$ cat src/rtl/bp_stat_ctrl.sv
// Branch-predictor measurement controller: warm-up / measure / done sequencing with saturating counts.
// Optional per-window miss snapshots enabled by defining BP_STAT_WINDOW_EN.
module bp_stat_ctrl #(
  parameter int unsigned CNT_W     = 32,
  parameter int unsigned WARMUP_BR = 16,
  parameter logic [31:0] HALT_INSN = 32'h0000_0073,
  parameter int unsigned WINDOW_BR = 64
) (
  input  logic             clk_i,
  input  logic             rst_ni,
  input  logic             start_i,
  input  logic             stop_i,
  input  logic             br_instr_i,
  input  logic             br_miss_i,
  input  logic [31:0]      instr_i,
  output logic             busy_o,
  output logic             done_o,
  output logic [CNT_W-1:0] br_cnt_o,
  output logic [CNT_W-1:0] miss_cnt_o,
  output logic [CNT_W-1:0] cyc_cnt_o,
  output logic [15:0]      window_miss_o,
  output logic             window_vld_o
);

  localparam int unsigned WU_W    = (WARMUP_BR > 1) ? $clog2(WARMUP_BR + 1) : 1;
  localparam int unsigned WU_LAST = (WARMUP_BR > 0) ? WARMUP_BR - 1 : 0;

  typedef enum logic [1:0] {S_IDLE, S_WARMUP, S_MEASURE, S_DONE} state_e;

  state_e           state_q, state_d;
  logic             busy_q, busy_d, done_q, done_d;
  logic [WU_W-1:0]  wu_q, wu_d;
  logic [CNT_W-1:0] br_cnt_q, br_cnt_d, miss_cnt_q, miss_cnt_d, cyc_cnt_q, cyc_cnt_d;
  logic             end_c, clr_c, meas_c, wu_inc_c;

  function automatic logic [CNT_W-1:0] sat_inc(input logic [CNT_W-1:0] v, input logic en);
    return (en && (v != '1)) ? v + CNT_W'(1) : v;
  endfunction

  // A flushed fetch of the halt word is wrong-path and must not end the run.
  assign end_c = stop_i || ((instr_i == HALT_INSN) && !br_miss_i);

  always_ff @(posedge clk_i or negedge rst_ni) begin
    if (!rst_ni) state_q <= S_IDLE;
    else         state_q <= state_d;
  end

  always_comb begin
    state_d = state_q;
    case (state_q)
      S_IDLE, S_DONE: begin
        if (start_i) state_d = (WARMUP_BR == 0) ? S_MEASURE : S_WARMUP;
      end
      S_WARMUP: begin
        if (end_c)                                       state_d = S_DONE;
        else if (br_instr_i && (wu_q == WU_W'(WU_LAST))) state_d = S_MEASURE;
      end
      S_MEASURE: begin
        if (end_c) state_d = S_DONE;
      end
      default: state_d = S_IDLE;
    endcase
  end

  always_comb begin
    clr_c    = 1'b0;
    meas_c   = 1'b0;
    wu_inc_c = 1'b0;
    busy_d   = 1'b0;
    done_d   = 1'b0;
    clr_c    = ((state_q == S_IDLE) || (state_q == S_DONE)) && start_i;
    meas_c   = (state_q == S_MEASURE);
    wu_inc_c = (state_q == S_WARMUP) && br_instr_i;
    busy_d   = (state_d == S_WARMUP) || (state_d == S_MEASURE);
    done_d   = (state_d == S_DONE);
  end

  always_comb begin
    wu_d       = clr_c ? '0 : (wu_inc_c ? wu_q + WU_W'(1) : wu_q);
    br_cnt_d   = clr_c ? '0 : sat_inc(br_cnt_q, meas_c && br_instr_i);
    miss_cnt_d = clr_c ? '0 : sat_inc(miss_cnt_q, meas_c && br_miss_i);
    cyc_cnt_d  = clr_c ? '0 : sat_inc(cyc_cnt_q, meas_c);
  end

  always_ff @(posedge clk_i or negedge rst_ni) begin
    if (!rst_ni) begin
      busy_q     <= 1'b0;
      done_q     <= 1'b0;
      wu_q       <= '0;
      br_cnt_q   <= '0;
      miss_cnt_q <= '0;
      cyc_cnt_q  <= '0;
    end else begin
      busy_q     <= busy_d;
      done_q     <= done_d;
      wu_q       <= wu_d;
      br_cnt_q   <= br_cnt_d;
      miss_cnt_q <= miss_cnt_d;
      cyc_cnt_q  <= cyc_cnt_d;
    end
  end

  assign busy_o     = busy_q;
  assign done_o     = done_q;
  assign br_cnt_o   = br_cnt_q;
  assign miss_cnt_o = miss_cnt_q;
  assign cyc_cnt_o  = cyc_cnt_q;

  logic unused_win;
  assign unused_win = ^WINDOW_BR;

`ifdef BP_STAT_WINDOW_EN
  logic [15:0] win_br_q, win_br_d, win_miss_q, win_miss_d, win_miss_inc;
  logic [15:0] window_miss_q, window_miss_d;
  logic        window_vld_q, window_vld_d, win_done_c;

  // Window closes on its WINDOW_BR-th branch; that cycle's miss belongs to it.
  assign win_done_c   = meas_c && br_instr_i && (win_br_q == 16'(WINDOW_BR - 1));
  assign win_miss_inc = (meas_c && br_miss_i && (win_miss_q != 16'hFFFF)) ?
                        win_miss_q + 16'(1) : win_miss_q;

  always_comb begin
    win_br_d      = win_br_q;
    win_miss_d    = win_miss_q;
    window_miss_d = window_miss_q;
    window_vld_d  = 1'b0;
    if (clr_c) begin
      win_br_d   = '0;
      win_miss_d = '0;
    end else if (win_done_c) begin
      window_miss_d = win_miss_inc;
      window_vld_d  = 1'b1;
      win_br_d      = '0;
      win_miss_d    = '0;
    end else if (meas_c) begin
      win_br_d   = (br_instr_i && (win_br_q != 16'hFFFF)) ? win_br_q + 16'(1) : win_br_q;
      win_miss_d = win_miss_inc;
    end
  end

  always_ff @(posedge clk_i or negedge rst_ni) begin
    if (!rst_ni) begin
      win_br_q      <= '0;
      win_miss_q    <= '0;
      window_miss_q <= '0;
      window_vld_q  <= 1'b0;
    end else begin
      win_br_q      <= win_br_d;
      win_miss_q    <= win_miss_d;
      window_miss_q <= window_miss_d;
      window_vld_q  <= window_vld_d;
    end
  end

  assign window_miss_o = window_miss_q;
  assign window_vld_o  = window_vld_q;
`else
  assign window_miss_o = '0;
  assign window_vld_o  = 1'b0;
`endif

endmodule

$ cat config.mk
export PLATFORM = sky130hd
export DESIGN_NAME = bp_stat_ctrl
export DESIGN_NICKNAME = d
export VERILOG_FILES = /design/src/rtl/bp_stat_ctrl.sv
export SDC_FILE = /design/constraint.sdc
export NUM_CORES = 1
export LEC_CHECK = 0
export CAP_MARGIN = 40
export CORE_AREA = 2 2 127 129
export DETAILED_ROUTE_END_ITERATION = 8
export DIE_AREA = 0 0 129 131
export PLACE_DENSITY = 0.66
export SLEW_MARGIN = 20
export SYNTH_ARGS = -nofsm -noshare
export SYNTH_HDL_FRONTEND = slang
export SYNTH_SLANG_ARGS = --single-unit
$ cat constraint.sdc
create_clock -name clk_i -period 2.32 [get_ports clk_i]
set_input_delay 0.232 -clock clk_i [delete_from_list [all_inputs] [get_ports clk_i]]
set_output_delay 0.232 -clock clk_i [all_outputs]
set_load 0.05 [all_outputs]
==> results_dict.tcl <==
set metrics [dict create \
    antenna_cells 0 \
    drt_first_pass_iters 4 \
    synth-seq-cells 105 \
    die_area_um2 16900 \
    period_needed_ns 2.186 \
    area_growth_pct 34.47 \
    clkSinkCount 105 \
    rsz0062_at_grt "false" \
    clk_latency_ns 0.36 \
    layout_setup_ws_ns 0.1341 \
    finalPower_uw 4891 \
    min_period_over_period 0.9422 \
    viasPerCell 5.607 \
    hold_viol_final 0 \
    die_w_um 129 \
    p_sw_uw 1704 \
    dpl.cell_count 1023 \
    use_met2 0.3442 \
    antenna_found_initial 0 \
    tightest_slew_ns 0.7310 \
    stdcell_count 1042 \
    synthSimpleGateAreaFrac 0.2839 \
    num_vias 5843 \
    final_common_cell "clkdlybuf4s50_1" \
    dpl.hpwl_um 12260 \
    drv_cap 0 \
    grt_max_degree 51 \
    drtAntennaViolNets 0 \
    yosys.area_share.adder 0.01636 \
    met1_usage 0.2612 \
    slew_viol_final 0 \
    numPortBuffers 135 \
    cell_internal_pwr_uw 3187 \
    initial_core_util 0.3922 \
    wl_per_cell_um 16.13 \
    place_area_um2 7866 \
    globalplace.congestion 0.8430 \
    synthMuxAreaShare 0.006545 \
    cts_max_path_buffers 2 \
    cts_max_level 3 \
    numCtsBuffers 9 \
    ys_seq_area_frac 0.4295 \
    ir_worst_vdd_v 0.0004919 \
    synthXorXnorAreaFrac 0.03007 \
    synth_compound_area_frac 0.1796 \
    cts_root_buf "clkbuf_16" \
    track_usage 0.2011 \
    final_core_utilization 0.5274 \
    setup_violations 0 \
    drive_gt1_frac 0.1320 \
    grt_util_met3 0.03339 \
    ys.flop_type "dfrtp_1" \
    final_cell_mix "clkdlybuf4s50_1, dfrtp_1, nand2_1, a21oi_1, buf_4" \
    end_kind "register" \
    p_clk_frac 0.323 \
    cts.clk_slew.worst_paths_ns 0.07 \
    drtIter0Drc 252 \
    grt-ovfl-total 0 \
    ys_async_sr_fraction 1.000 \
    r2r_cells 5 \
    routed_wl_um 16810 \
    fin_worst_skew_ns 0.007322 \
    seq_power_share 0.414 \
    critPathRequiredTime_ns 2.60 \
    die_y_um 131 \
    slowest_stage "or4_1" \
    p_leak_uw 0.003168 \
    hp-class "primary input to async pin" \
    nets 867 \
    cts_tree "yes" \
    dp_slack_ns -0.01142 \
    status "finished, final reports clean" \
    critPathKind "register to register" \
    top_usage_layer "met2" \
    drc_errors 0 \
    max-slew-margin-rel 0.5127 \
    grt_pass1_vias 5582 \
    core-area_um2 15600 \
    timing.fmax_mhz 457.5 \
    rows 46 \
    cp_cell_sequence "nand2_1 > or4_1 > o311a_1 > a31o_1 > a21oi_1" \
    cp-start-kind "register" \
    syn-cell-area_um2 6117 \
    synth_edf_count 0 \
    crit_fanout 8 \
    yosysWarningCount 0 \
    arrival_ns 2.46 \
    pwr-share-comb 0.264 \
    syn-instance-count 660 \
    synth_top_family_by_area "simple AND/OR/NAND/NOR gates" \
    synth_area_per_cell_um2 9.268 \
    p_sw_frac 0.3484 \
    max_stage_delay_ns 0.71 \
    synth_cell_types 60 \
    design_area_um2 8225 \
    grt_pass1_wl_um 27430 \
    num_io_pins 153 \
    cellPowerDensity_nw_per_um2 594.6 \
]
## worst max-delay path, delay by kind of cell, from the launching register on
kind             cells  cell delay [ns]
flip-flops           1             0.41
AO/OA/AOI/OAI        3             0.91
AND/OR/NAND/NOR      2             0.79
## registers in the layout, indices dropped and copies added, names as in the netlist
| register | cells |
|---|---|
| br_cnt_o | 32 |
| cyc_cnt_o | 32 |
| miss_cnt_o | 32 |
| state_q | 2 |
| done_o | 1 |
| busy_o | 1 |
| wu_q | 5 |
## power groups by stage
stage	Sequential (uW)	Combinational, uW	Clock (uW)
global route	2030	1410	1700
global placement	2050	1240	0
floorplan	2190	676	0
detailed placement	2060	1290	0
finish	2020	1290	1580
CTS	2020	1300	1620
## cells by family after synthesis
logic type | Yosys count
and+or+nand+nor | 300
adders and majority gates | 8
DFF | 105
xor gates and xnor gates | 21
AOI/OAI and AO/OA | 164
muxes | 4
buffers and inverters | 57
other | 1
## metal layers
metal	vias to the layer above	routed length [um]
met3	9	774
met1	2899	7494
met5	-	0
met4	0	165
li1	2789	-
met2	146	8371
## final timing paths
kind,from,to,slack (ns)
hold reg to reg,wu_q[4],wu_q[4],0.57
setup / recovery,miss_cnt_o[24],miss_cnt_o[25],0.13
min in group clk_i,wu_q[4],wu_q[4],0.57
setup reg to reg,miss_cnt_o[24],miss_cnt_o[25],0.13
max in group asynchronous,rst_ni,cyc_cnt_o[24],1.22
hold / removal,rst_ni,miss_cnt_o[16],0.33
## cells in the mapped netlist, drive strengths merged, types with 4 or more instances
master	n	area share
buf	29	0.036
mux2i	4	0.0065
nor4	18	0.024
o31ai	26	0.037
and4	14	0.020
nand2	68	0.042
a31o	5	0.0072
xnor2	12	0.017
or3	35	0.036
nand3	27	0.022
dfrtp	105	0.43
xor2	9	0.013
clkbuf	17	0.010
or4	33	0.042
o21ai	40	0.033
a21oi	64	0.056
nand4	31	0.035
ha	8	0.016
and3	13	0.013
o31a	4	0.0057
nor2	39	0.024
o211ai	8	0.011
and2	8	0.0082
inv	11	0.0067
## area by class of cell
type | instances | area, um^2
sequential | 105 | 2641
inverter | 11 | 41.29
clock inverter | 7 | 77.57
fill | 1447 | 7372
multi-input combinational | 514 | 3256
clock buffer | 9 | 225.2
timing repair buffer | 180 | 1714
tap | 216 | 270.3
## through the flow
stage	hold slack [ns]	setup TNS, ns
floorplan	-0.06359	0
detailed placement	0.1706	-0.01142
global route	0.3598	0
finish	0.3339	0
global placement	0.1632	0
CTS	0.3331	0
## repair_timing
action,in CTS,in global routing
endpoints found under the hold margin,23,0
resized for setup,0,6
endpoints found under the setup margin,0,9
setup buffers,0,2
hold buffers,1,0
(Power assumes the default switching activity.)
